### config.mk
export PLATFORM = sky130hd
export DESIGN_NAME = spi_xfer_sequencer
export DESIGN_NICKNAME = d
export VERILOG_FILES = /design/src/rtl/spi_xfer_sequencer.sv
export SDC_FILE = /design/constraint.sdc
export NUM_CORES = 1
export LEC_CHECK = 0
export ABC_AREA = 0
export CAP_MARGIN = 20
export CORE_UTILIZATION = 54
export CTS_CLUSTER_SIZE = 25
export DETAILED_ROUTE_END_ITERATION = 8
export PLACE_DENSITY = 0.8
export SYNTH_ARGS = -nofsm -noshare
export SYNTH_HDL_FRONTEND = slang
export SYNTH_SLANG_ARGS = --single-unit
### constraint.sdc
create_clock -name opb_clk -period 12.66 [get_ports opb_clk]
set_clock_uncertainty 0.2 [all_clocks]
set_input_delay 2.532 -clock opb_clk [delete_from_list [all_inputs] [get_ports opb_clk]]
set_output_delay 2.532 -clock opb_clk [all_outputs]
set_load 0.03 [all_outputs]
### src/rtl/spi_xfer_sequencer.sv
// spi_xfer_sequencer: OPB register front end that queues CPU transmit words,
// launches one SPI master transfer per queued word and collects the master
// and slave receive words into separate registers with sticky status flags.
module spi_xfer_sequencer #(
  parameter int          FIFO_DEPTH = 4,
  parameter logic [15:0] BASE_ADDR  = 16'h8000,
  parameter int          TIMEOUT    = 1024,
  parameter logic [7:0]  DIV_RESET  = 8'd4
) (
  input  logic        opb_clk,
  input  logic        reset,
  input  logic        opb_select,
  input  logic        opb_rnw,
  input  logic [15:0] opb_abus,
  input  logic [31:0] opb_dbus,
  output logic [31:0] sl_dbus,
  output logic        sl_xferack,
  output logic        m_start,
  output logic [31:0] m_txdata,
  output logic [7:0]  m_div,
  input  logic        m_busy,
  input  logic        m_done,
  input  logic [31:0] m_rxdata,
  input  logic        s_valid,
  input  logic [31:0] s_rxdata,
  output logic        irq
);

  localparam int AW = $clog2(FIFO_DEPTH);
  localparam int CW = AW + 1;
  localparam int TW = $clog2(TIMEOUT);
  // The abort fires on the cycle whose increment would bring the counter to
  // TIMEOUT-1, so LAUNCH plus WAIT_DONE spans exactly TIMEOUT cycles.
  localparam logic [TW-1:0] CNT_LAST = TW'(TIMEOUT - 2);

  typedef enum logic [1:0] {
    ST_IDLE   = 2'd0,
    ST_LAUNCH = 2'd1,
    ST_WAIT   = 2'd2
  } state_t;

  state_t        r_state;
  logic [TW-1:0] r_cnt;
  logic          r_start;
  logic [31:0]   r_txData;
  logic          r_ack;
  logic [31:0]   r_dbus;
  logic          r_enable;
  logic          r_irqEn;
  logic [7:0]    r_div;
  logic [31:0]   r_mem [FIFO_DEPTH];
  logic [AW-1:0] r_wrPtr;
  logic [AW-1:0] r_rdPtr;
  logic [CW-1:0] r_count;
  logic [31:0]   r_rxData;
  logic [31:0]   r_slvData;
  logic          r_mrx;
  logic          r_srx;
  logic          r_tout;
  logic          r_ovf;
  logic          r_sovf;
  logic          r_irq;

  logic [15:0] w_off;
  logic        w_inRange;
  logic        w_hit;
  logic        w_wr;
  logic        w_rd;
  logic [2:0]  w_idx;
  logic        w_full;
  logic        w_empty;
  logic        w_push;
  logic        w_pop;
  logic        w_doneEvt;
  logic        w_toutEvt;
  logic        w_busy;
  logic [4:0]  w_count5;
  logic [31:0] w_status;
  logic [31:0] w_ctrl;
  logic [31:0] w_rdata;

  assign w_off     = opb_abus - BASE_ADDR;
  assign w_inRange = (opb_abus >= BASE_ADDR) && (w_off <= 16'h0013);
  assign w_hit     = opb_select && w_inRange && !r_ack;
  assign w_wr      = w_hit && !opb_rnw;
  assign w_rd      = w_hit && opb_rnw;
  assign w_idx     = w_off[4:2];

  assign w_full    = (r_count == CW'(FIFO_DEPTH));
  assign w_empty   = (r_count == '0);
  assign w_push    = w_wr && (w_idx == 3'd0) && !w_full;
  assign w_pop     = (r_state == ST_IDLE) && r_enable && !w_empty && !m_busy;
  assign w_doneEvt = (r_state == ST_WAIT) && m_done;
  assign w_toutEvt = (r_state == ST_WAIT) && !m_done && (r_cnt == CNT_LAST);
  assign w_busy    = (r_state != ST_IDLE);

  assign w_count5  = 5'(r_count);
  assign w_status  = {19'd0, w_count5, 2'b00, r_sovf, r_ovf, r_tout, r_srx, r_mrx, w_busy};
  assign w_ctrl    = {16'd0, r_div, 6'd0, r_irqEn, r_enable};

  // Read multiplexer over the register offsets; TXDATA and holes read zero.
  always_comb begin
    w_rdata = 32'd0;
    case (w_idx)
      3'd1:    w_rdata = r_rxData;
      3'd2:    w_rdata = r_slvData;
      3'd3:    w_rdata = w_status;
      3'd4:    w_rdata = w_ctrl;
      default: w_rdata = 32'd0;
    endcase
  end

  // One-cycle acknowledge; read data is only driven during the ack cycle of a read.
  always_ff @(posedge opb_clk or posedge reset) begin
    if (reset) begin
      r_ack  <= 1'b0;
      r_dbus <= 32'd0;
    end else begin
      r_ack  <= w_hit;
      r_dbus <= w_rd ? w_rdata : 32'd0;
    end
  end

  // CTRL register: enable, interrupt enable and SCLK divider.
  always_ff @(posedge opb_clk or posedge reset) begin
    if (reset) begin
      r_enable <= 1'b0;
      r_irqEn  <= 1'b0;
      r_div    <= DIV_RESET;
    end else if (w_wr && (w_idx == 3'd4)) begin
      r_enable <= opb_dbus[0];
      r_irqEn  <= opb_dbus[1];
      r_div    <= opb_dbus[15:8];
    end
  end

  // Transmit FIFO storage, written on every accepted TXDATA push.
  always_ff @(posedge opb_clk or posedge reset) begin
    if (reset) begin
      for (int i = 0; i < FIFO_DEPTH; i++) r_mem[i] <= 32'd0;
    end else if (w_push) begin
      r_mem[r_wrPtr] <= opb_dbus;
    end
  end

  // FIFO pointers wrap naturally at the power-of-two depth; simultaneous push and pop keep the count.
  always_ff @(posedge opb_clk or posedge reset) begin
    if (reset) begin
      r_wrPtr <= '0;
      r_rdPtr <= '0;
      r_count <= '0;
    end else begin
      if (w_push) r_wrPtr <= r_wrPtr + AW'(1);
      if (w_pop)  r_rdPtr <= r_rdPtr + AW'(1);
      case ({w_push, w_pop})
        2'b10:   r_count <= r_count + CW'(1);
        2'b01:   r_count <= r_count - CW'(1);
        default: r_count <= r_count;
      endcase
    end
  end

  // Transfer sequencer: pop a word, pulse start, then wait for done or abort on timeout.
  always_ff @(posedge opb_clk or posedge reset) begin
    if (reset) begin
      r_state  <= ST_IDLE;
      r_start  <= 1'b0;
      r_txData <= 32'd0;
      r_cnt    <= '0;
    end else begin
      r_start <= 1'b0;
      case (r_state)
        ST_IDLE: begin
          if (w_pop) begin
            r_txData <= r_mem[r_rdPtr];
            r_start  <= 1'b1;
            r_state  <= ST_LAUNCH;
          end
        end
        ST_LAUNCH: begin
          r_cnt   <= '0;
          r_state <= ST_WAIT;
        end
        ST_WAIT: begin
          if (w_doneEvt || w_toutEvt) begin
            r_state <= ST_IDLE;
          end else begin
            r_cnt <= r_cnt + TW'(1);
          end
        end
        default: r_state <= ST_IDLE;
      endcase
    end
  end

  // Receive registers and sticky status flags; a new event wins over a read-clear in the same cycle.
  always_ff @(posedge opb_clk or posedge reset) begin
    if (reset) begin
      r_rxData  <= 32'd0;
      r_slvData <= 32'd0;
      r_mrx     <= 1'b0;
      r_srx     <= 1'b0;
      r_tout    <= 1'b0;
      r_ovf     <= 1'b0;
      r_sovf    <= 1'b0;
    end else begin
      if (w_doneEvt) begin
        r_rxData <= m_rxdata;
        r_mrx    <= 1'b1;
      end else if (w_rd && (w_idx == 3'd1)) begin
        r_mrx <= 1'b0;
      end

      if (s_valid) begin
        r_slvData <= s_rxdata;
        r_srx     <= 1'b1;
      end else if (w_rd && (w_idx == 3'd2)) begin
        r_srx <= 1'b0;
      end

      if (s_valid && r_srx)                  r_sovf <= 1'b1;
      else if (w_rd && (w_idx == 3'd3))      r_sovf <= 1'b0;

      if (w_toutEvt)                         r_tout <= 1'b1;
      else if (w_rd && (w_idx == 3'd3))      r_tout <= 1'b0;

      if (w_wr && (w_idx == 3'd0) && w_full) r_ovf <= 1'b1;
      else if (w_rd && (w_idx == 3'd3))      r_ovf <= 1'b0;
    end
  end

  // Level interrupt, registered one cycle behind the status flags.
  always_ff @(posedge opb_clk or posedge reset) begin
    if (reset) r_irq <= 1'b0;
    else       r_irq <= r_irqEn && (r_mrx || r_srx || r_tout || r_ovf || r_sovf);
  end

  assign sl_dbus    = r_dbus;
  assign sl_xferack = r_ack;
  assign m_start    = r_start;
  assign m_txdata   = r_txData;
  assign m_div      = r_div;
  assign irq        = r_irq;

endmodule

# After elaboration in Yosys (flattened, before gate mapping)
# Index checks and enable logic that the tools add are counted.
# op_classes
add_sub_neg,6
n_lt_le_gt_ge,5
n_eq_ne,13
mux,24
n_bitwise,2
reduce_logical,46
# ops
op,n
$bwmux 128,1
$mux 32,4
$pmux 32 s4,1
$bmux 32 s2,1
$demux 32 s2,1
$logic_and 1x1->1,21
$pmux 10 s2,1
$ge 16x16->1 const B,1
$le 16x5->1 const B,1
$reduce_bool 2->1,8
$sub 16x16->16 const B,1
$add 10x1->10 const B,1
$eq 10x10->1 const B,1
$mux 1,10
$mux 10,1
$eq 3x2->1 const B,2
$eq 3x3->1 const B,2
$ge 3x3->1 const B,2
$logic_not 1->1,6
$logic_not 3->1,2
$not 2->3,2
$pmux 2 s3,1
$pmux 3 s2,1
$reduce_and 2->1,3
other kinds (12),21
# word_totals
regBits,293
inputBits,119
elab_cells,120

# Logic depth before layout (Yosys ltp)
# depth
word_depth,10
mapped_depth,10
depth_no_buf,9

# Worst setup path after synthesis
# No wires, ideal clock.
# synth_path
kind,input -> register
start,input opb_abus[9]
end,register r_count[2]
setup_ns,0.125
arrival_ns,4.283
t_required_ns,12.335
path_slack_ns,8.052
cell_stages,9
path_cell_list,nor4b_1 > nand2_1 > or3_1 > ha_1 > inv_1 > fa_1 > xor2_1 > nor2_1 > xor2_1
# synth_via
elab_chain_cells,10
# synth_lines
item,line,source
start: declaration,14,"input logic [15:0] opb_abus,"
$sub 16x16->16,82,assign w_off = opb_abus - BASE_ADDR;
$le 16x5->1,83,assign w_inRange = (opb_abus >= BASE_ADDR) && (w_off <= 16'h0013);
$logic_and 1x1->1 (*),83,
$logic_and 1x1->1 (*) (2 in a row),84,assign w_hit = opb_select && w_inRange && !r_ack;
$logic_and 1x1->1 (*),85,assign w_wr = w_hit && !opb_rnw;
$logic_and 1x1->1 (*) (2 in a row),91,assign w_push = w_wr && (w_idx == 3'd0) && !w_full;
$eq 2x1->1 / $eq 2x2->1 (equally long branches),155,"case ({w_push, w_pop})"
$pmux 3 s2 / $reduce_bool 2->1 (equally long branches),n/a,
end signal: assignment,156,2'b10: r_count <= r_count + CW'(1);
end signal: assignment,157,2'b01: r_count <= r_count - CW'(1);
end signal: assignment,158,default: r_count <= r_count;
end: declaration,54,logic [CW-1:0] r_count;
# Mark *: on every way between the ends. The rest lies on a longest branch, timed or not.
# A chain may end at the register's enable or synchronous reset.

# Final worst setup path
# layout_path
start,input opb_abus[2]
end,register r_count[2]
# layout_via
elab_chain_cells,10
# layout_lines
item,line
$sub 16x16->16,82
$le 16x5->1,83
$logic_and 1x1->1,83
$logic_and 1x1->1 (2 in a row),84
$logic_and 1x1->1,85
$logic_and 1x1->1 (*) (2 in a row),91
$eq 2x1->1 / $eq 2x2->1 (equally long branches),155
$pmux 3 s2 / $reduce_bool 2->1 (equally long branches),n/a
# Marks and branches as above.

==> results_dict.tcl <==
set metrics [dict create \
    synth_edf_count 0 \
    cts_buffers 30 \
    seq_area_um2 7330 \
    multi_input_area_um2 4760 \
    syn_to_final_growth_pct 25.3 \
    die_y_um 154 \
    path_cells "clkdlybuf4s50_1 > nor3_4 > nand4_4 > or3_1 > ha_1 > inv_1 > fa_1 > xor2_1 > nor2_1 > xor2_1" \
    grt_max_degree 109 \
    synth_area_leader_cell "dfrtp_1" \
    synthTopCellsByArea "dfrtp_1, mux2_2, mux4_2" \
    grt_pass1_wl_um 43400 \
    synth_top_family_by_area "multiplexers" \
    maxSlewHeadroom_pct 33.5 \
    path_clk_slew_ns 0.06 \
    worstPathRequired_ns 12.89 \
    cts_tree "built" \
    antenna_found_initial 0 \
    synthTopCellsByCount "dfrtp_1, mux2_2, mux4_2" \
    critPathTopFamily "simple AND/OR/NAND/NOR gates" \
    io_pins 194 \
    diodes 0 \
    clock_latency_ns 0.56 \
    timing.hold.ws_ns 0.280 \
    crit_top_cell "xor2_1" \
    ys_seq_area_share_pct 59.1 \
    routedWlPerCell_um 20.5 \
    synth_simple_gate_area_share_pct 4.78 \
    synthCells 797 \
    gr-total-overflow 0 \
    fin_ws_ns 7.62 \
    status "complete, no violations" \
    cp_slowest_cell "clkdlybuf4s50_1" \
    synth_mux_area_share_pct 27.9 \
    post-place-ws_ns 7.08 \
    finalCritPeriodShare_pct 39.8 \
    gp_congestion 0.793 \
    clock-sinks 293 \
    synth_fa_ha_area_share_pct 0.867 \
    synth.yosys.warnings 0 \
    synth_xor_area_share_pct 0.635 \
    cts_resized 0 \
    p_per_area_nw_per_um2 127 \
    synth.top_cell.area_share_pct 58.8 \
    hp-class "register to register" \
    period_needed_ns 5.04 \
    htreeDepth 1 \
    final_max_slew_viol_count 0 \
    worstPathArrival_ns 5.27 \
    totalWireLength_um 26500 \
    vias 7372 \
    crit_buf_inv 2 \
    dieArea_um2 23600 \
    syn_area_um2 12400 \
    peakVddDrop_uv 128 \
    yosys.cell_types.count 53 \
    max_freq_ghz 0.198 \
    clockBufferDepth 3 \
    worstMarginPinSlew_ns 0.995 \
    drv_cap 0 \
    portBuffers 191 \
    rows 55 \
    rsz0062_at_grt "false" \
    final-hold-violation-count 0 \
    syn-num-nets 924 \
    drcViolationCount 0 \
    drtIter0Drc 349 \
    critical_path_class "input pin to register" \
    setup_viol 0 \
    synth_ff_type "dfrtp_1" \
    drt-vias-per-instance 5.68 \
    cp-start-kind "input pin" \
    final_nets 1115 \
    cts-root-buf "clkbuf_16" \
    drive_gt1_share_pct 33.7 \
    dr.pass1.iters 6 \
    synth-compound-area-share_pct 4.05 \
    grt_usage_pct 23.5 \
    fill_cells 1593 \
    core_area_um2 22600 \
    dp_hpwl_um 17000 \
    route.antenna.remaining_nets 0 \
    yosysMostFrequentCell "dfrtp_1" \
    crit_fanout 21 \
    syn_avg_cell_area_um2 15.6 \
    end_kind "register" \
    start_util_pct 55.0 \
    postCtsSetupRepairBufs 0 \
    ys_seq_elements 293 \
    grt_pass1_vias 7971 \
    ctsHoldBuffers 0 \
    p_leak_uw 0.00713 \
    die-width_um 154 \
    slowest_delay_ns 0.84 \
    fin_setup_tns_ns 0 \
    async_reset_ff_share_pct 100 \
]
[cells by family after synthesis]
kind of cell,count (synthesis)
flops,293
simple gates,85
fa+ha+maj,8
xor+xnor,9
mux,276
compound gates,67
buf+inv,59
[worst reg2reg max path: stages, from the launching register on]
cell     delay (ns)
dfrtp_1        0.38
nor4b_1        0.51
nand2_1        0.41
or3_1          0.42
ha_1           0.23
inv_1          0.07
fa_1           0.18
xor2_1         0.15
nor2_1         0.06
xor2_1         0.13
[report_power, final]
group / leakage, µW / internal, µW / switching [µW]
clock network: 0.000515 / 541 / 359
registers: 0.00394 / 960 / 13.8
logic: 0.00268 / 56.7 / 46.7
total: 0.00713 / 1560 / 419
[layout make-up]
cell class | instances | share of cell area (%)
Clock buffer | 47 | 5.95
Clock inverter | 9 | 0.708
Sequential cell | 293 | 47.2
Multi-Input combinational cell | 445 | 30.6
Timing Repair Buffer | 203 | 12.9
Inverter | 15 | 0.410
Tap cell | 285 | 2.29
[state kept, by name, summed over array words and instances (netlist names), 2 cells and up]
signal,flops
m_div,8
m_txdata,32
r_cnt,10
r_count,3
r_mem,128
r_rdPtr,2
r_rxData,32
r_slvData,32
r_state,2
r_wrPtr,2
sl_dbus,32
[through the flow]
stage	instance area, µm²	total power, µW	instances	util (%)
after floorplan	12400	1040	797	-
final	15600	1980	1297	68.9
after global routing	15600	2040	1297	68.9
after CTS	15600	2000	1297	68.9
after global placement	14500	1090	1241	64.3
after detailed placement	14500	1090	1241	64.3
[metal layers]
layer	GRT usage (%)	vias up	routed length, µm
met3	4.11	52	1260
li1	-	3305	-
met4	6.67	0	709
met1	31.6	3830	11400
met5	0	-	0
met2	39.5	185	13200
[cell usage in the layout (no fill, tap or decap), drive strengths merged, types with 2 or more instances in the layout]
cell type      count
mux2             240
nand3              8
inv               16
o41ai              2
o21ai             10
nand4              3
o22ai              3
mux4              32
nand2b             2
a211oi             3
nor2b              9
and4               2
xnor2              5
clkdlybuf4s50    191
nor2              12
buf               12
or3                3
xor2               4
nor4               7
nand2             12
mux2i              4
nor4bb             3
clkinv             6
bufinv             2
and2               8
dfrtp            292
a21boi             2
clkbuf            47
nor3b              2
o311ai             2
a22oi             13
nor3               5
and3               3
a22o              22
a21oi              4
ha                 7
or3b               2
a2111oi            2
[path summary, 6_finish.rpt]
| check | from | end | slack (ns) | cells past startpoint |
|---|---|---|---|---|
| max | opb_abus[2] | r_count[2] | 7.62 | 10 |
| min | r_rxData[19] | sl_dbus[19] | 0.28 | 1 |
| max reg2reg | sl_xferack | r_count[2] | 9.81 | 9 |
| min reg2reg | r_rxData[19] | sl_dbus[19] | 0.28 | 1 |
| max in group asynchronous | reset | r_mem[14] | 7.91 | 4 |
| min in group asynchronous | reset | sl_dbus[14] | 2.34 | 2 |
Power figures use the tool's default switching activity.
==> edit 1: new RTL, config.mk and constraints unchanged <==
`TIMEOUT`: 1024 -> 2048.
--- a/src/rtl/spi_xfer_sequencer.sv
+++ b/src/rtl/spi_xfer_sequencer.sv
@@ -5,5 +5,5 @@
   parameter int          FIFO_DEPTH = 4,
   parameter logic [15:0] BASE_ADDR  = 16'h8000,
-  parameter int          TIMEOUT    = 1024,
+  parameter int          TIMEOUT    = 2048,
   parameter logic [7:0]  DIV_RESET  = 8'd4
 ) (
Formal check against the unedited RTL: no difference found for any inputs over 4 cycles, from zero or initial values and one cycle with reset high; that may be too few to reach the edited logic, so the function may still have changed.
==> edit 1 against the unedited design <==
- worst setup slack worse by 0.21 ns
- critical path depth is 5 lower
- wire length is 2.4% higher
- hold slack better by 0.0024 ns
- area after synthesis is 1.2% higher
- global-route usage is 0.33 points higher
- final area is 0.53% higher
- clock power is 3.0% lower
- cell count is 0.46% higher
- power is 1.1% lower
- sequential share of layout area is 0.081 points lower
- sequential cell count is 1 higher
- critical path type unchanged
- critical endpoint is now sl_dbus[17]
- largest cell class unchanged
==> edit 1: results (changes against the unedited design) <==
* Vias in the first global route at 8061 (+1.1%)
* Initial drt markers at 329 (-5.7%)
* Crit path capture: sl_dbus[17]
* Switching Share at 21.1% (-0.056 points)
* Hold EP: r_mem[47]
* Initial antenna violation count at 1 (+1)
* Top cells by count, synth: 293 x dfrtp_1, 207 x mux2_2, 32 x mux4_2, 30 x mux2_1, 29 x a22o_1
* Worst relative slew slack at 36.1% (+2.6 points)
* Final Wtd Congestion at 0.797 (+0.57%)
* Post-DP HPWL at 17.3 mm (+1.9%)
* First-pass GRT wire length at 44.3 mm (+1.9%)
* Wire per inst at 20.8 µm (+1.9%)
* Pleak at 7.21 nW (+1.2%)
* Status: finished clean
* Maximum VDD drop at 105 µV (-18%)
* Synth area leaders: dfrtp_1 58%, mux2_2 19%, mux4_2 5.7%
* Sequential share of the synthesized area at 58.6% (-0.48 points)
* Synth cell types at 59 (+11%)
* Mapped Nets at 935 (+1.2%)
* Fill count at 1558 (-2.2%)
* Clock Latency Late Sink at 0.54 ns (-0.02 ns)
* Total track usage at 23.8% (+0.33 points)
* Post-layout net count at 1124 (+0.81%)
* CP max stage delay at 1.04 ns (+0.20 ns)
* Largest net degree at the start of global routing at 175 (+61%)
* DR pass1 iterations at 5 (-1)
* Placed cell area at 14700 µm² (+0.97%)
[edit 1: cell types whose count changed after synthesis, moves of 4 or more]
cell and delta:
a22o_1 +7, nor3_4 +4, nor2_1 -5, nor3_1 +6
mux2_1 +22, mux2_2 -25
[edit 1: kinds of logic (layout without fill, tap and decap cells)]
family	count (synthesis)	after routing	share of synthesized area [%]
buf+inv	58	268	2.62
flops	294	294	58.6
simple gates	92	92	5.40
fa+ha+maj	8	8	0.857
compound gates	74	74	4.61
mux	274	274	27.4
xor+xnor	8	8	0.558
[edit 1: area by class of cell]
cell class,count,area (µm²),share of cell area [%]
Clock buffer,43,841,5.38
Timing Repair Buffer,200,1990,12.7
Multi-Input combinational cell,456,4890,31.3
Inverter,15,63.8,0.408
Clock inverter,10,136,0.872
Sequential cell,294,7360,47.1
Tap cell,285,357,2.28
[edit 1: power groups by stage]
| stage | logic, mW | clock network [mW] | registers (mW) |
|---|---|---|---|
| finish | 0.105 | 0.873 | 0.977 |
| global route | 0.116 | 0.923 | 0.979 |
| CTS | 0.107 | 0.890 | 0.976 |
| detailed placement | 0.107 | 0 | 0.993 |
| global placement | 0.104 | 0 | 0.992 |
| floorplan | 0.0520 | 0 | 0.989 |
[edit 1: metal layers]
layer / wire (µm) / vias to the layer above
li1: - / 3373
met1: 11800 / 3927
met2: 13000 / 192
met3: 1770 / 45
met4: 636 / 2
met5: 14 / -
[edit 1: metrics by stage]
step | total power, mW | hold WS (ns) | worst slack [ns]
global placement | 1.10 | 0.263 | 6.93
global route | 2.02 | 0.297 | 7.22
CTS | 1.97 | 0.286 | 7.46
floorplan | 1.04 | 0.252 | 1.81
detailed placement | 1.10 | 0.272 | 6.90
finish | 1.95 | 0.282 | 7.41
==> edit 2: new RTL, config.mk and constraints unchanged <==
Without the edit above. The output `irq` loses its register stage (`r_irq` becomes a continuous assignment).
--- a/src/rtl/spi_xfer_sequencer.sv
+++ b/src/rtl/spi_xfer_sequencer.sv
@@ -231,8 +231,5 @@
 
   // Level interrupt, registered one cycle behind the status flags.
-  always_ff @(posedge opb_clk or posedge reset) begin
-    if (reset) r_irq <= 1'b0;
-    else       r_irq <= r_irqEn && (r_mrx || r_srx || r_tout || r_ovf || r_sovf);
-  end
+  assign r_irq = r_irqEn && (r_mrx || r_srx || r_tout || r_ovf || r_sovf);
 
   assign sl_dbus    = r_dbus;
Behaviour: not the same (a bounded check fails within 4 cycles, from zero or initial values and one cycle with reset high).
==> edit 2 against the unedited design <==
- the flow now finishes with violations (DRC)
- non-clock buffer count increased by 1
- final area about the same
- area after synthesis decreased by 0.20%
- power increased by 0.35%
- worst setup slack improved by 0.012 ns
- core utilization about the same
- wire length increased by 1.1%
- sequential cell count decreased by 1
- largest power group unchanged
==> edit 2: results (changes against the unedited design) <==
* Status: finished, violations left
* Failing checks: DRC
* CP max FO at 18 (-14%)
* Hold path start: r_mem[125]
* Worst reg2reg setup slack at 9.80 ns (about the same)
* CP max stage delay at 0.81 ns (-0.03 ns)
* Sw Pwr at 414 µW (-1.3%)
* Maximum VDD drop at 100 µV (-22%)
* Met3 WL at 1.19 mm (-5.4%)
* Initial drt markers at 319 (-8.6%)
* Final instance area at 15600 µm² (about the same)
* First-pass GRT wire length at 43.7 mm (+0.65%)
* Hold Slack at 0.280 ns (+0.000354 ns)
* Total track usage at 23.6% (+0.079 points)
* Post-DP HPWL at 17.2 mm (+1.4%)
* Post-layout net count at 1116 (+0.090%)
* Root Buffer: clkbuf_16
* YS warnings at 0 (unchanged)
* Worst Path Arrival at 5.25 ns (-0.02 ns)
* Sequential share of the synthesized area at 59.0% (-0.083 points)
* Post-synthesis xor/xnor area fraction at 0.636% (+0.0013 points)
* Placed cell area at 14500 µm² (-0.17%)
* Routing usage on met2 at 39.8% (+0.35 points)
* Pleak at 7.12 nW (-0.11%)
* DR pass1 iterations at 6 (unchanged)
* Final hold vios at 0 (unchanged)
* GRT met3 Usage at 3.94% (-0.17 points)
* Final Wtd Congestion at 0.787 (-0.66%)
* Residual DRC count at 1 (+1)
* Via count at 7450 (+1.1%)
* Share of cells above drive strength 1 at 33.4% (-0.26 points)
* Largest net degree at the start of global routing at 137 (+26%)
* Cts bufs inserted at 31 (+3.3%)
* H-tree Lvls at 1 (unchanged)
* Fill count at 1533 (-3.8%)
* Vias in the first global route at 8107 (+1.7%)
* Metal2 WL at 13.3 mm (+0.84%)
* Wire per inst at 20.7 µm (+1.1%)
* Hold EP: r_mem[125]
* Top cells by count, synth: 291 x dfrtp_1, 232 x mux2_2, 32 x mux4_2, 22 x a22o_1, 18 x clkbuf_1
* GRT met1 Usage at 31.8% (+0.21 points)
* Setup WS pre-CTS at 7.09 ns (+0.0111 ns)
* F_max at 199 MHz (+0.25%)
* Worst slew pin tran at 0.987 ns (-0.00735 ns)
* Mapped Nets at 923 (-0.11%)
* Synth Area in Adders at 0.868% (+0.0017 points)
* Compound-gate portion of the synthesized area at 4.06% (+0.0082 points)
* Post-synth ARST share at 100% (unchanged)
* Synth area leaders: dfrtp_1 59%, mux2_2 21%, mux4_2 5.8%
* Mux cell area share after synthesis at 27.9% (+0.056 points)
* Routed met1 length at 11.7 mm (+3.0%)
==> edit 2: cell count changes in the layout (fill, tap and decap cells not counted) <==
cell	delta
clkbuf_8	-3
clkinv_2	-2
clkbuf_1	+3
clkbuf_16	+1
clkinv_8	-1
bufinv_16	+1
buf_16	+1
dfrtp_1	-1
==> edit 2: critical path, delay by kind of cell <==
| family | cells | cell delay, ns |
|---|---|---|
| buffers and inverters | 2 | 0.88 |
| and+or+nand+nor | 4 | 1.14 |
| adders and majority gates | 2 | 0.41 |
| xor gates and xnor gates | 2 | 0.29 |
==> edit 2: final cells by class <==
class	instances	area share [%]
timing repair buffer	204	13.0
clock buffer	48	5.91
multi-input combinational	445	30.6
inverter	15	0.410
sequential	292	47.0
clock inverter	7	0.732
tap	285	2.29
==> edit 2: power groups by stage <==
stage	clock network, mW	registers [mW]	logic, mW
after global routing	0.962	0.972	0.116
after detailed placement	0	0.986	0.105
final	0.909	0.970	0.105
after global placement	0	0.985	0.102
after floorplan	0	0.983	0.0508
after CTS	0.926	0.970	0.106
==> edit 2: through the flow <==
step / utilization (%) / power, mW / instances
2_1_floorplan: - / 1.03 / 796
3_3_place_gp: 64.2 / 1.09 / 1240
3_5_place_dp: 64.2 / 1.09 / 1240
4_1_cts: 68.8 / 2.00 / 1295
5_1_grt: 68.9 / 2.05 / 1296
6_report: 68.9 / 1.98 / 1296
==> edit 2: worst max-delay path by stage <==
stage                     slack (ns)  cells after the start         end         from
after CTS                       7.66                     10  r_count[2]  opb_abus[3]
final                           7.63                     10  r_count[2]  opb_abus[3]
after global routing            7.48                     10  r_count[2]  opb_abus[3]
after detailed placement        7.09                     10  r_count[2]  opb_abus[3]
after global placement          7.12                     10  r_count[2]  opb_abus[3]
after floorplan                 1.87                      1    m_div[0]        reset
